## config.mk

```make
export PLATFORM = sky130hd
export DESIGN_NAME = ldpc_iter_ctrl
export DESIGN_NICKNAME = d
export VERILOG_FILES = /design/src/rtl/ldpc_pkg.sv /design/src/rtl/ldpc_phase_counter.sv /design/src/rtl/ldpc_iter_ctrl.sv
export SDC_FILE = /design/constraint.sdc
export NUM_CORES = 1
export LEC_CHECK = 0
export BUFFER_PORTS_ARGS = -buffer_cell sky130_fd_sc_hd__buf_2
export CAP_MARGIN = 20
export CELL_PAD_IN_SITES_DETAIL_PLACEMENT = 0
export CELL_PAD_IN_SITES_GLOBAL_PLACEMENT = 2
export CORE_ASPECT_RATIO = 0.8
export CORE_MARGIN = 2
export CORE_UTILIZATION = 28
export DETAILED_ROUTE_END_ITERATION = 12
export PLACE_DENSITY = 0.74
export SYNTH_ARGS = -nofsm -noshare
export SYNTH_HDL_FRONTEND = slang
export SYNTH_SLANG_ARGS = --single-unit
```

## constraint.sdc

```tcl
create_clock -name clk -period 1.7 [get_ports clk]
set_input_delay 0.34 -clock clk [delete_from_list [all_inputs] [get_ports clk]]
set_output_delay 0.34 -clock clk [all_outputs]
set_load 0.02 [all_outputs]
```

## src/rtl/ldpc_pkg.sv

```systemverilog
// Shared types and defaults for the layered LDPC iteration controller.
package ldpc_pkg;

    localparam int LDPC_L          = 32;
    localparam int LDPC_K          = 6;
    localparam int LDPC_NUM_LAYERS = 3;
    localparam int LDPC_ADDR_WIDTH = $clog2(LDPC_L);

    typedef enum logic [3:0] {
        ST_IDLE,
        ST_LOAD,
        ST_CNU,
        ST_CNU_DRAIN,
        ST_CHECK,
        ST_VNU,
        ST_VNU_DRAIN,
        ST_READ,
        ST_DONE
    } ldpc_state_t;

    typedef struct packed {
        logic in_ready;
        logic cnu_en;
        logic vnu_en;
        logic rd_en;
        logic busy;
        logic done;
    } ldpc_ctrl_t;

    // Last index of a drain of `lat` cycles; zero-length drains are bypassed.
    function automatic int lat_last(input int lat);
        return (lat > 0) ? lat - 1 : 0;
    endfunction

endpackage

```

## src/rtl/ldpc_phase_counter.sv

```systemverilog
// Mod-L address counter shared by the LOAD, CNU, VNU and READ phases.
module ldpc_phase_counter #(
    parameter int L          = 32,
    parameter int ADDR_WIDTH = 5
) (
    input  logic                  clk,
    input  logic                  reset,
    input  logic                  clr,
    input  logic                  en,
    output logic [ADDR_WIDTH-1:0] count,
    output logic                  tc
);

    // NOTE: sequential state uses <= so every flop samples pre-edge values.
    always_ff @(posedge clk or posedge reset) begin
        if (reset) begin
            count <= '0;
        end else if (clr) begin
            count <= '0;
        end else if (en) begin
            count <= count + 1'b1;
        end
    end

    assign tc = (count == ADDR_WIDTH'(L - 1));

endmodule

```

## src/rtl/ldpc_iter_ctrl.sv

```systemverilog
// Iteration controller for the layered LDPC decoder: load, CNU/VNU iterations, read-out.
// Define LDPC_EARLY_TERM_EN to let a zero syndrome end decoding early.
module ldpc_iter_ctrl
    import ldpc_pkg::*;
#(
    parameter int L          = LDPC_L,
    parameter int ADDR_WIDTH = LDPC_ADDR_WIDTH,
    parameter int K          = LDPC_K,
    parameter int NUM_LAYERS = LDPC_NUM_LAYERS,
    parameter int CNU_LAT    = 4,
    parameter int VNU_LAT    = 2,
    parameter int ITER_WIDTH = 5
) (
    input  logic                    clk,
    input  logic                    reset,
    input  logic                    start,
    input  logic [ITER_WIDTH-1:0]   max_iter,
    input  logic                    in_valid,
    output logic                    in_ready,
    output logic [ADDR_WIDTH-1:0]   load_add,
    output logic                    cnu_en,
    output logic                    vnu_en,
    output logic [ADDR_WIDTH-1:0]   proc_add,
    input  logic                    p_valid,
    input  logic [NUM_LAYERS*K-1:0] p_bit,
    output logic                    rd_en,
    output logic [ADDR_WIDTH-1:0]   rd_add,
    output logic                    out_valid,
    output logic                    busy,
    output logic                    done,
    output logic                    converged,
    output logic [ITER_WIDTH-1:0]   iter_used
);

    localparam int DRAIN_MAX = (CNU_LAT > VNU_LAT) ? CNU_LAT : VNU_LAT;
    localparam int DRAIN_W   = (DRAIN_MAX < 2) ? 1 : $clog2(DRAIN_MAX);

    ldpc_state_t           state, next_state, vnu_exit;
    ldpc_ctrl_t            ctrl_nxt, ctrl_q;
    logic [ITER_WIDTH-1:0] iter_limit;
    logic                  syndrome;
    logic [DRAIN_W-1:0]    drain_cnt;
    logic [ADDR_WIDTH-1:0] count;
    logic                  cnt_tc, cnt_en, cnt_clr;
    logic                  start_acc, p_window, p_hit, check_dirty;
    logic                  cnu_drain_last, vnu_drain_last;

    assign start_acc      = (state == ST_IDLE) && start;
    assign p_window       = (state == ST_CNU) || (state == ST_CNU_DRAIN) || (state == ST_CHECK);
    assign p_hit          = p_valid && (|p_bit);
    assign check_dirty    = syndrome || (p_window && p_hit);
    assign cnu_drain_last = (drain_cnt == DRAIN_W'(lat_last(CNU_LAT)));
    assign vnu_drain_last = (drain_cnt == DRAIN_W'(lat_last(VNU_LAT)));
    assign vnu_exit       = (iter_used >= iter_limit) ? ST_READ : ST_CNU;

    // Every phase starts its address sequence from zero.
    assign cnt_clr = (next_state != state);
    assign cnt_en  = (state == ST_LOAD) ? in_valid
                   : ((state == ST_CNU) || (state == ST_VNU) || (state == ST_READ));

    ldpc_phase_counter #(
        .L          (L),
        .ADDR_WIDTH (ADDR_WIDTH)
    ) u_phase_counter (
        .clk   (clk),
        .reset (reset),
        .clr   (cnt_clr),
        .en    (cnt_en),
        .count (count),
        .tc    (cnt_tc)
    );

    always_ff @(posedge clk or posedge reset) begin
        if (reset) begin
            state <= ST_IDLE;
        end else begin
            state <= next_state;
        end
    end

    always_comb begin
        // NOTE: default first so no path through the case leaves next_state unassigned (no latch).
        next_state = state;
        case (state)
            ST_IDLE:      if (start) next_state = ST_LOAD;
            ST_LOAD:      if (in_valid && cnt_tc) next_state = ST_CNU;
            ST_CNU:       if (cnt_tc) next_state = (CNU_LAT == 0) ? ST_CHECK : ST_CNU_DRAIN;
            ST_CNU_DRAIN: if (cnu_drain_last) next_state = ST_CHECK;
            ST_CHECK: begin
`ifdef LDPC_EARLY_TERM_EN
                next_state = check_dirty ? ST_VNU : ST_READ;
`else
                next_state = ST_VNU;
`endif
            end
            ST_VNU:       if (cnt_tc) next_state = (VNU_LAT == 0) ? vnu_exit : ST_VNU_DRAIN;
            ST_VNU_DRAIN: if (vnu_drain_last) next_state = vnu_exit;
            ST_READ:      if (cnt_tc) next_state = ST_DONE;
            ST_DONE:      next_state = ST_IDLE;
            default:      next_state = ST_IDLE;
        endcase
    end

    // Strobes are decoded from the next state so the registered copy lines up with the state.
    always_comb begin
        ctrl_nxt          = '0;
        ctrl_nxt.in_ready = (next_state == ST_LOAD);
        ctrl_nxt.cnu_en   = (next_state == ST_CNU);
        ctrl_nxt.vnu_en   = (next_state == ST_VNU);
        ctrl_nxt.rd_en    = (next_state == ST_READ);
        ctrl_nxt.busy     = (next_state != ST_IDLE);
        ctrl_nxt.done     = (next_state == ST_DONE);
    end

    always_ff @(posedge clk or posedge reset) begin
        if (reset) begin
            ctrl_q    <= '0;
            out_valid <= 1'b0;
        end else begin
            ctrl_q    <= ctrl_nxt;
            out_valid <= ctrl_q.rd_en;
        end
    end

    always_ff @(posedge clk or posedge reset) begin
        if (reset) begin
            drain_cnt <= '0;
        end else if (next_state != state) begin
            drain_cnt <= '0;
        end else if ((state == ST_CNU_DRAIN) || (state == ST_VNU_DRAIN)) begin
            drain_cnt <= drain_cnt + 1'b1;
        end
    end

    always_ff @(posedge clk or posedge reset) begin
        if (reset) begin
            iter_limit <= '0;
            iter_used  <= '0;
            converged  <= 1'b0;
            syndrome   <= 1'b0;
        end else if (start_acc) begin
            iter_limit <= (max_iter == '0) ? ITER_WIDTH'(1) : max_iter;
            iter_used  <= '0;
            converged  <= 1'b0;
            syndrome   <= 1'b0;
        end else begin
            if ((next_state == ST_CNU) && (state != ST_CNU)) begin
                syndrome <= 1'b0;
            end else if (p_window && p_hit) begin
                syndrome <= 1'b1;
            end
            if (state == ST_CHECK) begin
                iter_used <= iter_used + 1'b1;
                converged <= ~check_dirty;
            end
        end
    end

    assign in_ready = ctrl_q.in_ready;
    assign cnu_en   = ctrl_q.cnu_en;
    assign vnu_en   = ctrl_q.vnu_en;
    assign rd_en    = ctrl_q.rd_en;
    assign busy     = ctrl_q.busy;
    assign done     = ctrl_q.done;
    assign load_add = count;
    assign proc_add = count;
    assign rd_add   = count;

endmodule

```

After elaboration in Yosys (flattened, before gate mapping)

Index checks and enable logic that the tools add are counted.

Add/sub/neg operators: 3
$lt $le $gt $ge: 1
Eq/ne operators: 17
Multiplexer cells: 22
Bitwise logic cells: 1
Reduce and logical (&&, ||, !) cells: 19

Operator list:

| cell                  | number |
|---|---|
| $pmux W4 S8           | 1 |
| $mux W4               | 7 |
| $mux W5               | 5 |
| $eq A4 B3 Y1 const B  | 6 |
| $reduce_or A18 Y1     | 1 |
| $eq A4 B2 Y1 const B  | 3 |
| $add A5 B1 Y5 const B | 2 |
| $eq A4 B1 Y1 const B  | 2 |
| $logic_or A1 B1 Y1    | 6 |
| $mux W1               | 6 |
| $reduce_bool A2 Y1    | 3 |
| $eq A5 B5 Y1 const B  | 1 |
| $ge A5 B5 Y1          | 1 |
| $logic_and A1 B1 Y1   | 5 |
| $logic_not A5 Y1      | 1 |
| $eq A4 B4 Y1 const B  | 1 |
| $logic_not A4 Y1      | 1 |
| $mux W2               | 2 |
| $ne A4 B2 Y1 const B  | 1 |
| $ne A4 B4 Y1          | 1 |
| $reduce_bool A4 Y1    | 1 |
| $mux W3               | 1 |
| $reduce_bool A3 Y1    | 1 |
| $add A2 B1 Y2 const B | 1 |
| other kinds (3)       | 3 |

Bits in registers: 30
Input bits: 28
Output and inout bits: 28
Logic and storage cells: 77

Logic depth before layout (Yosys ltp)

Gate-level depths: netlist of the first run.

Depth after elaboration: 8
Gate-level depth with buffers: 8
Depth with buffers taken out: 8

Hierarchy

From an unflattened synthesis of the first run, not the netlist that was laid out.

Cell total of the unflattened synthesis: 178
Area total of the unflattened synthesis: 1775.5 um^2

By module, submodules not included:

| module             | times used | cells an instance | area an instance (um^2) | sequential area each (um^2) |
|---|---|---|---|---|
| ldpc_iter_ctrl     | 1          | 155               | 1493.9                  | 625.6 |
| ldpc_phase_counter | 1          | 23                | 281.5                   | 125.1 |

Worst setup path after synthesis of the first run

OpenSTA, ideal clock, no wires.

Kind: register to register
Start: register u_phase_counter.count[0]
End: register u_phase_counter.count[0]
Setup time: 141 ps
Arrival time: 1889 ps
Setup slack: -330 ps
Cell stages (with the launch flop): 9
Buffers on the path: 0
Path through: dfrtp_1 ha_1 and3_1 ha_1 and3b_1 nor4_1 o21ai_1 nand2_2 nor4_2

Cells in the longest elaborated chain, start to end: 6
Elaborated cells on any way between the ends: 12
Classes of those cells: add/sub (1); eq/ne (2); mux (7); reduce/logical (2)

RTL lines:

| item                                          | RTL line                 | source |
|---|---|---|
| from (decl)                                   | ldpc_phase_counter.sv:10 | `output logic [ADDR_WIDTH-1:0] count,` |
| from (signal assigned)                        | ldpc_phase_counter.sv:21 | `count <= count + 1'b1;` |
| $eq A5 B5 Y1                                  | ldpc_phase_counter.sv:25 | `assign tc = (count == ADDR_WIDTH'(L - 1));` |
| $logic_and A1 B1 Y1                           | ldpc_iter_ctrl.sv:86     | `ST_LOAD: if (in_valid && cnt_tc) next_state = ST_CNU;` |
| $mux W4                                       | ldpc_iter_ctrl.sv:86     |  |
| $pmux W4 S8                                   | ldpc_iter_ctrl.sv:84     | `case (state)` |
| $ne A4 B4 Y1                                  | ldpc_iter_ctrl.sv:57     | `assign cnt_clr = (next_state != state);` |
| $mux W5 or $reduce_bool A2 Y1 (tied branches) | n/a                      |  |

Parallel ways exist; a longest one is shown, timed or not. The select of a mux whose other input is x is not followed.
A chain may end at the register's enable or synchronous reset.

Worst setup path in the final report of the first run

Start: register u_phase_counter.count[0]
End: register drain_cnt[0]

Cells in the longest elaborated chain, start to end: 6
Elaborated cells on any way between the ends: 10
Classes of those cells: eq/ne (2); mux (6); reduce/logical (2)

RTL lines:

| item                                          | RTL line                 | source |
|---|---|---|
| $eq A5 B5 Y1 *                                | ldpc_phase_counter.sv:25 |  |
| $logic_and A1 B1 Y1                           | ldpc_iter_ctrl.sv:86     |  |
| $mux W4                                       | ldpc_iter_ctrl.sv:86     |  |
| $pmux W4 S8 *                                 | ldpc_iter_ctrl.sv:84     |  |
| $ne A4 B4 Y1 *                                | ldpc_iter_ctrl.sv:128    | `end else if (next_state != state) begin` |
| $mux W2 or $reduce_bool A2 Y1 (tied branches) | n/a                      |  |
| to (signal assigned)                          | ldpc_iter_ctrl.sv:131    | `drain_cnt <= drain_cnt + 1'b1;` |
| to (decl)                                     | ldpc_iter_ctrl.sv:42     | `logic [DRAIN_W-1:0] drain_cnt;` |

Every way passes the cells marked *; elsewhere a longest branch is shown, timed or not.

==> flow_summary.toml, run 1 <==
[run_status]
status = "finished, violations left"
violations = "setup timing"

[logic_synthesis]
syn_area_sq_um = 1880
synth_fa_ha_area_frac = 0.0666
syn_area_per_cell_sq_um = 9.63
synth_edf_count = 0
synth_ff_type = "dfrtp_1"
synth_cell_types = 46
synthSimpleGateAreaFrac = 0.263
synth-compound-area-share = 0.125
ys_async_sr_fraction = 1.00
syn_nets = 233
synth_xor_xnor_area_share = 0.0326
synth_top_family_by_area = "simple AND/OR/NAND/NOR gates"
synthMuxAreaShare = 0.0220
ys_seq_elements = 30
netlist_instances = 195
yosys_warnings = 0
yosysSeqAreaShare = 0.400

[timing]
min_period_over_period = 1.09
timing.fmax_ghz = 0.537
finClkSkew_ps = 9.43
rsz0062_at_grt = "yes"
final_max_slew_viol_count = 0
worstMarginPinSlew_ps = 392
finalSetupViolCount = 12
tns_ps = -1180
holdWs_ps = 127
hold_violations = 0
period_needed_ps = 1860
worst_slack_ps = -161
slew_headroom = 0.739

[placed_design]
gp_congestion = 0.790
place_area_sq_um = 2570
placedCellCount = 356
detailed_place_hpwl_microns = 3600
port-buffer-count = 55

[routing]
drt_drc_violations_left = 0
drtIter0Drc = 56
wirelength_microns = 4790
ant_nets = 0
wire_per_inst_microns = 13.1
dr.pass1.iters = 4
via_count = 1663
vias_per_cell = 4.54

[die]
dieArea_sq_um = 7380
placementRows = 26
fp.coreArea_sq_um = 6440
initial_core_util = 0.292
io_pins = 56
die_y_microns = 77.3
die_x_microns = 95.6

[job]
maxCapViolCount = 0

[clock_network]
h-tree-depth = 2
cts_root_buffer = "clkbuf_8"
cts_sinks = 30
cts_tree = "done"
ctsHoldBuffers = 0
path_clk_slew_ps = 70
clk_latency_ps = 280
clock_path_buffers = 2
cts_made_buffers = 5

[setup_path]
path_delay_family = "simple AND/OR/NAND/NOR gates"
critPathArrivalTime_ps = 2050
crit_path_end_kind = "flop"
crit_buf_inv = 1
path_cells = "ha_4 > and3_4 > ha_4 > nand2b_4 > nor3b_4 > a211oi_4 > buf_12 > nor4_4"
cp-start-kind = "flop"
cp_slowest_cell = "dfrtp_2"
reg2reg_slack_ps = -160
critPathKind = "reg2reg"
cp_max_fo = 7
slowest_delay_ps = 420
critPathMostFrequentCell = "ha_4"
cp.required_ps = 1890

[grt]
grt_pass1_vias = 1597
grt_overflow = 0
grt_usage = 0.137
grt_first_pass_wirelength_microns = 7850
antenna_found_initial = 0
grt_max_degree = 31

[power_and_ir_drop]
cellPowerDensity_nw_per_um2 = 1680
p_leak_nw = 1.30
p_total_w = 0.00458
peakVddDrop_v = 0.000657

[finish]
layout_commonest_cell = "buf_2"
nets = 319
num_antenna_cells = 0
fin_area_sq_um = 2720
drive_above_1_share = 0.511
fin_cells = 366
final_cell_mix = "55 x buf_2, 38 x buf_4, 24 x dfrtp_1"
area_growth_pct = 44.9

[min_path]
min_path_type = "in2async"
stage by stage:
stage | setup slack, ps | utilization
3_5_place_dp | -213 | 0.398
3_3_place_gp | -139 | 0.398
4_1_cts | -176 | 0.416
5_1_grt | -238 | 0.422
6_report | -161 | 0.422
2_1_floorplan | -124 | -
kinds of logic (layout without fill, tap and decap cells):
logic type	after synthesis	count (layout)
mux	4	4
simple gates	82	82
buf+inv	29	116
xor+xnor	7	7
fa+ha+maj	10	10
flops	30	30
compound gates	33	33
final timing paths:
kind	start	endpoint	depth (start not counted)
max	u_phase_counter.count[0]	drain_cnt[0]	8
min	reset	done	3
max reg2reg	u_phase_counter.count[0]	drain_cnt[0]	8
min reg2reg	rd_en	out_valid	0
max in group asynchronous	reset	iter_used[1]	3
min in group clk	max_iter[3]	iter_limit[3]	3
registers in the layout, indices dropped and copies added, names as in the netlist:
register               flops
vnu_en                     1
cnu_en                     1
state                      4
syndrome                   1
busy                       1
converged                  1
out_valid                  1
iter_used                  5
iter_limit                 5
u_phase_counter.count      5
drain_cnt                  2
in_ready                   1
rd_en                      1
done                       1
where the power goes:
| group | switching (W) | internal (W) |
|---|---|---|
| Clock | 0.000277 | 0.000283 |
| Combinational | 0.00151 | 0.00135 |
| Sequential | 0.000175 | 0.000993 |
| Total | 0.00196 | 0.00262 |
routing by layer:
metal | GRT usage | part of all wire | vias to the layer above
met5 | 0 | 0 | -
met1 | 0.199 | 0.50 | 765
met4 | 0.0514 | 0.015 | 0
li1 | - | - | 852
met2 | 0.197 | 0.44 | 40
met3 | 0.0305 | 0.047 | 6
cell usage after synthesis (all sizes together) (2+ instances only):
library cell	instances	area, sq um
nor3b	2	20.0
nand2b	6	40.0
and3	5	31.3
inv	11	41.3
xnor2	3	26.3
o21ai	14	70.1
nor2	17	63.8
nand3b	2	15.0
nand4	3	18.8
nor3	4	31.3
nor4	14	125
a21oi	6	30.0
a22o	2	17.5
dfrtp	30	751
mux2i	3	30.0
nor2b	5	33.8
buf	18	129
xor2	4	35.0
ha	10	125
nand3	6	30.0
nand2	15	58.8
final cells by class:
type                    instances  area [sq um]
fillers                       661          3720
multi-input cells             136          1100
flip-flops and latches         30           758
repair buffers                 97           632
well taps                      84           105
clock buffers                   6          72.6
inverters                      11          41.3
clock inverters                 2          10.0
worst reg2reg max path: stages, from the launching register on:
cell and delay [ps]:
dfrtp_2 420, ha_4 160, and3_4 180, ha_4 180, nand2b_4 150, nor3b_4 240
a211oi_4 60, buf_12 150, nor4_4 230
what timing repair did:
| item | 4_1_cts | 5_1_grt |
|---|---|---|
| gates resized for setup | 7 | 5 |
| endpoints found under the setup margin | 12 | 12 |
| setup buffers | 1 | 3 |
| pin swaps | 7 | 5 |
(Power assumes the default switching activity.)
==> inputs of run 2 (changes only) <==
Settings changed: REMOVE_ABC_BUFFERS from default to 1.
==> run 2 against run 1 <==
Core utilization decreased by 0.23 points; maximum frequency is 0.31% higher; largest power group unchanged; routed wire length fell by 3.6%; worst setup slack improved by 5.7 ps; clock power is 7.3% higher; total power is 2.5% higher; the flow still finishes with violations (setup timing); final cell count is 1.4% lower.
==> flow_summary.toml, run 2 (synthesized netlist as in run 1, its figures left out) <==
[timing]
holdWs_ps = 129
period_needed_ps = 1860
final_max_slew_viol_count = 0
worst_slack_ps = -155
finalSetupViolCount = 11
slew_headroom = 0.672
hold_violations = 0
rsz0062_at_grt = "yes"
timing.fmax_ghz = 0.539
finClkSkew_ps = 5.04
tns_ps = -1070
min_period_over_period = 1.09
worstMarginPinSlew_ps = 490

[routing]
via_count = 1654
drt_drc_violations_left = 0
vias_per_cell = 4.58
drtIter0Drc = 57
wirelength_microns = 4620
wire_per_inst_microns = 12.8
dr.pass1.iters = 4
ant_nets = 0

[grt]
grt_usage = 0.128
grt_pass1_vias = 1539
grt_max_degree = 31
grt_overflow = 0
grt_first_pass_wirelength_microns = 7360
antenna_found_initial = 0

[finish]
seq_area_sq_um = 752
num_antenna_cells = 0
area_growth_pct = 44.1
multi_input_area_sq_um = 1130
layout_commonest_cell = "buf_2"
drive_above_1_share = 0.505
largestRegisters = "iter_limit x5, iter_used x5, u_phase_counter.count x5"
final_cell_mix = "55 x buf_2, 35 x buf_4, 29 x dfrtp_1"
nets = 314
fillCellCount = 636

[setup_path]
crit_path_end_kind = "flop"
cp-start-kind = "flop"
critPathArrivalTime_ps = 2040
cp.required_ps = 1890
critPathKind = "reg2reg"
crit_path_start = "u_phase_counter.count[0]"
cp_max_fo = 6
r2r_start = "u_phase_counter.count[0]"

[die]
die_y_microns = 77.3
die_x_microns = 95.6
fp.coreArea_sq_um = 6440
placementRows = 26
io_pins = 56
initial_core_util = 0.292
dieArea_sq_um = 7380

[power_and_ir_drop]
peakVddDrop_v = 0.000744
p_leak_nw = 1.28
cellPowerDensity_nw_per_um2 = 1740
p_total_w = 0.00470

[clock_network]
clock_path_buffers = 2
cts_sinks = 30
cts_tree = "done"
cts_made_buffers = 5
clk_latency_ps = 280
cts_root_buffer = "clkbuf_8"
h-tree-depth = 2
ctsHoldBuffers = 0
path_clk_slew_ps = 70

[placed_design]
port-buffer-count = 55
detailed_place_hpwl_microns = 3490
gp_congestion = 0.726

[min_path]
min_path_type = "in2async"

[run_status]
violations = "setup timing"
status = "finished, violations left"

[job]
maxCapViolCount = 0
run 2: metal layers:
layer  wire, microns  GRT usage
met3             260     0.0324
met1            2180      0.177
met5               0          0
met2            2150      0.203
met4              25     0.0214
run 2: report_power, final:
group          switching (W)  internal (W)
Sequential          0.000187      0.000982
Clock               0.000276      0.000325
Combinational        0.00154       0.00139
run 2: layout make-up:
cell class / count / area share
Clock buffer: 6 / 0.0305
Clock inverter: 2 / 0.00462
Inverter: 11 / 0.0153
Multi-Input combinational cell: 136 / 0.419
Sequential cell: 30 / 0.278
Tap cell: 84 / 0.0388
Timing Repair Buffer: 92 / 0.214
run 2: worst paths after layout:
| kind | end | slack [ps] | cells past startpoint |
|---|---|---|---|
| worst max-delay path | drain_cnt[0] | -160 | 8 |
| max in group asynchronous | state[1] | 1270 | 3 |
| min in group clk | iter_limit[1] | 290 | 3 |
| worst max register to register | drain_cnt[0] | -160 | 8 |
| worst min-delay path | rd_en | 130 | 3 |
| worst min register to register | out_valid | 410 | 0 |
run 2: stage by stage:
stage / cells / cell area [sq um] / setup WS, ps / utilization
3_3_place_gp: 349 / 2390 / -249 / 0.371
6_report: 361 / 2710 / -155 / 0.420
2_1_floorplan: 177 / 1750 / -530 / -
3_5_place_dp: 349 / 2390 / -325 / 0.371
5_1_grt: 361 / 2710 / -248 / 0.420
4_1_cts: 358 / 2570 / -197 / 0.399
run 2: repair_timing:
item	4_1_cts	5_1_grt
setup buffers	2	3
pin swaps	15	9
gates resized for setup	13	22
endpoints found under the setup margin	13	12
run 2: worst max-delay path, cell delays in order, from the launching register on:
cell and delay, ps:
dfrtp_1 360, ha_2 180, and3_4 190, ha_4 170
and3b_2 260, nor4_4 50, o21ai_2 180, nand2_4 120
nor4_4 270
==> inputs of run 3 (changes only) <==
Settings changed: CORE_MARGIN 2 to default.
==> run 3 against run 2 <==
The run still ends with setup timing left; highest routed layer unchanged; sequential power about the same; sequential share of layout area down 0.66 points; final cell count up 0.55%; final area up 2.3%; largest power group unchanged.
==> flow_summary.toml, run 3 (synthesized netlist as in run 1, its figures left out) <==
[run_status]
status = "finished, violations left"
violations = "setup timing"

[timing]
finClkSkew_ps = 6.98
tns_ps = -1390
final_max_slew_viol_count = 0
worst_slack_ps = -197
hold_violations = 0
finalSetupViolCount = 12
rsz0062_at_grt = "yes"
worstMarginPinSlew_ps = 439
min_period_over_period = 1.12
timing.fmax_ghz = 0.527
slew_headroom = 0.705
period_needed_ps = 1900

[setup_path]
critPathKind = "reg2reg"
r2r-end = "u_phase_counter.count[4]"
crit_end = "u_phase_counter.count[4]"
cp_max_fo = 7
crit_buf_inv = 2
r2r_start = "u_phase_counter.count[1]"
cp_slowest_cell = "dfrtp_1"
crit_path_start = "u_phase_counter.count[1]"
path_delay_family = "simple AND/OR/NAND/NOR gates"
critPathArrivalTime_ps = 2090
cp-start-kind = "flop"
cp.depth = 9
path_cells = "ha_2 > and3_4 > ha_4 > nand2b_4 > nor3b_4 > a211oi_4 > buf_12 > buf_4 > nor4_4"
r2r_cells = 9
slowest_delay_ps = 390
crit_path_end_kind = "flop"
reg2reg_slack_ps = -200
cp.required_ps = 1900

[min_path]
min_path_type = "in2async"

[clock_network]
cts_tree = "done"
cts_made_buffers = 5
cts_root_buffer = "clkbuf_8"
clock_path_buffers = 2
cts_sinks = 30
path_clk_slew_ps = 60
h-tree-depth = 2
clk_latency_ps = 290
ctsHoldBuffers = 0

[die]
die_y_microns = 75.3
initial_core_util = 0.292
io_pins = 56
die_x_microns = 93.6
fp.coreArea_sq_um = 6440
dieArea_sq_um = 7040
placementRows = 26

[routing]
wirelength_microns = 4800
vias_per_cell = 4.74
dr.pass1.iters = 4
ant_nets = 0
via_count = 1720
drt_drc_violations_left = 0
wire_per_inst_microns = 13.2
drtIter0Drc = 43

[finish]
num_antenna_cells = 0
seq_area_sq_um = 751
multi_input_area_sq_um = 1170
nets = 317
largestRegisters = "iter_limit x5, iter_used x5, u_phase_counter.count x5"
fillCellCount = 653
final_cell_mix = "55 x buf_2, 39 x buf_4, 30 x dfrtp_1"
layout_commonest_cell = "buf_2"
area_growth_pct = 47.4
drive_above_1_share = 0.505

[grt]
grt_usage = 0.145
grt_pass1_vias = 1621
grt_max_degree = 31
antenna_found_initial = 0
grt_overflow = 0
grt_first_pass_wirelength_microns = 7600

[placed_design]
detailed_place_hpwl_microns = 3540
port-buffer-count = 55
gp_congestion = 0.790

[power_and_ir_drop]
p_total_w = 0.00496
peakVddDrop_v = 0.000767
p_leak_nw = 1.31
cellPowerDensity_nw_per_um2 = 1790

[job]
maxCapViolCount = 0
==> run 3: through the flow <==
step | setup slack (ps) | hold WS (ps) | util | area [sq um] | cells
floorplan | -530 | 431 | - | 1750 | 177
global route | -266 | 159 | 0.430 | 2770 | 363
finish | -197 | 111 | 0.430 | 2770 | 363
global placement | -245 | 402 | 0.373 | 2400 | 352
detailed placement | -299 | 401 | 0.373 | 2400 | 352
CTS | -205 | 134 | 0.402 | 2590 | 360
==> run 3: report_power, final <==
part	internal, W	total (W)	switching [W]
logic	0.00142	0.00306	0.00164
registers	0.000981	0.00117	0.000185
clock network	0.000468	0.000732	0.000264
==> run 3: what timing repair did <==
action | 4_1_cts | 5_1_grt
buffers inserted | 1 | 3
pin swaps | 15 | 21
gates resized for setup | 13 | 24
setup endpoints to repair | 13 | 12
==> run 3: per-layer routing <==
metal / up-vias / part of all wire / track usage
met5: - / 0 / 0
met4: 0 / 0.017 / 0.0752
met3: 11 / 0.054 / 0.0364
met2: 52 / 0.46 / 0.225
met1: 800 / 0.47 / 0.190
li1: 857 / - / -
==> run 3: layout make-up <==
cell class | count | area share
Sequential cell | 30 | 0.271
Timing Repair Buffer | 95 | 0.212
Clock inverter | 1 | 0.0108
Multi-Input combinational cell | 136 | 0.423
Tap cell | 84 | 0.0380
Clock buffer | 6 | 0.0298
Inverter | 11 | 0.0149
==> run 3: worst min-delay path: cells and delay by family <==
family	cells	cell delay [ps]
buf+inv	3	470
==> run 3: how the worst min path moves through the flow <==
stage / slack [ps] / start / end / cells past startpoint
6_report: 110 / reset / iter_limit[4] / 3
2_1_floorplan: 430 / reset / busy / 1
3_5_place_dp: 400 / rd_en / out_valid / 0
4_1_cts: 130 / reset / iter_limit[4] / 3
3_3_place_gp: 400 / rd_en / out_valid / 0
5_1_grt: 160 / reset / iter_used[4] / 3
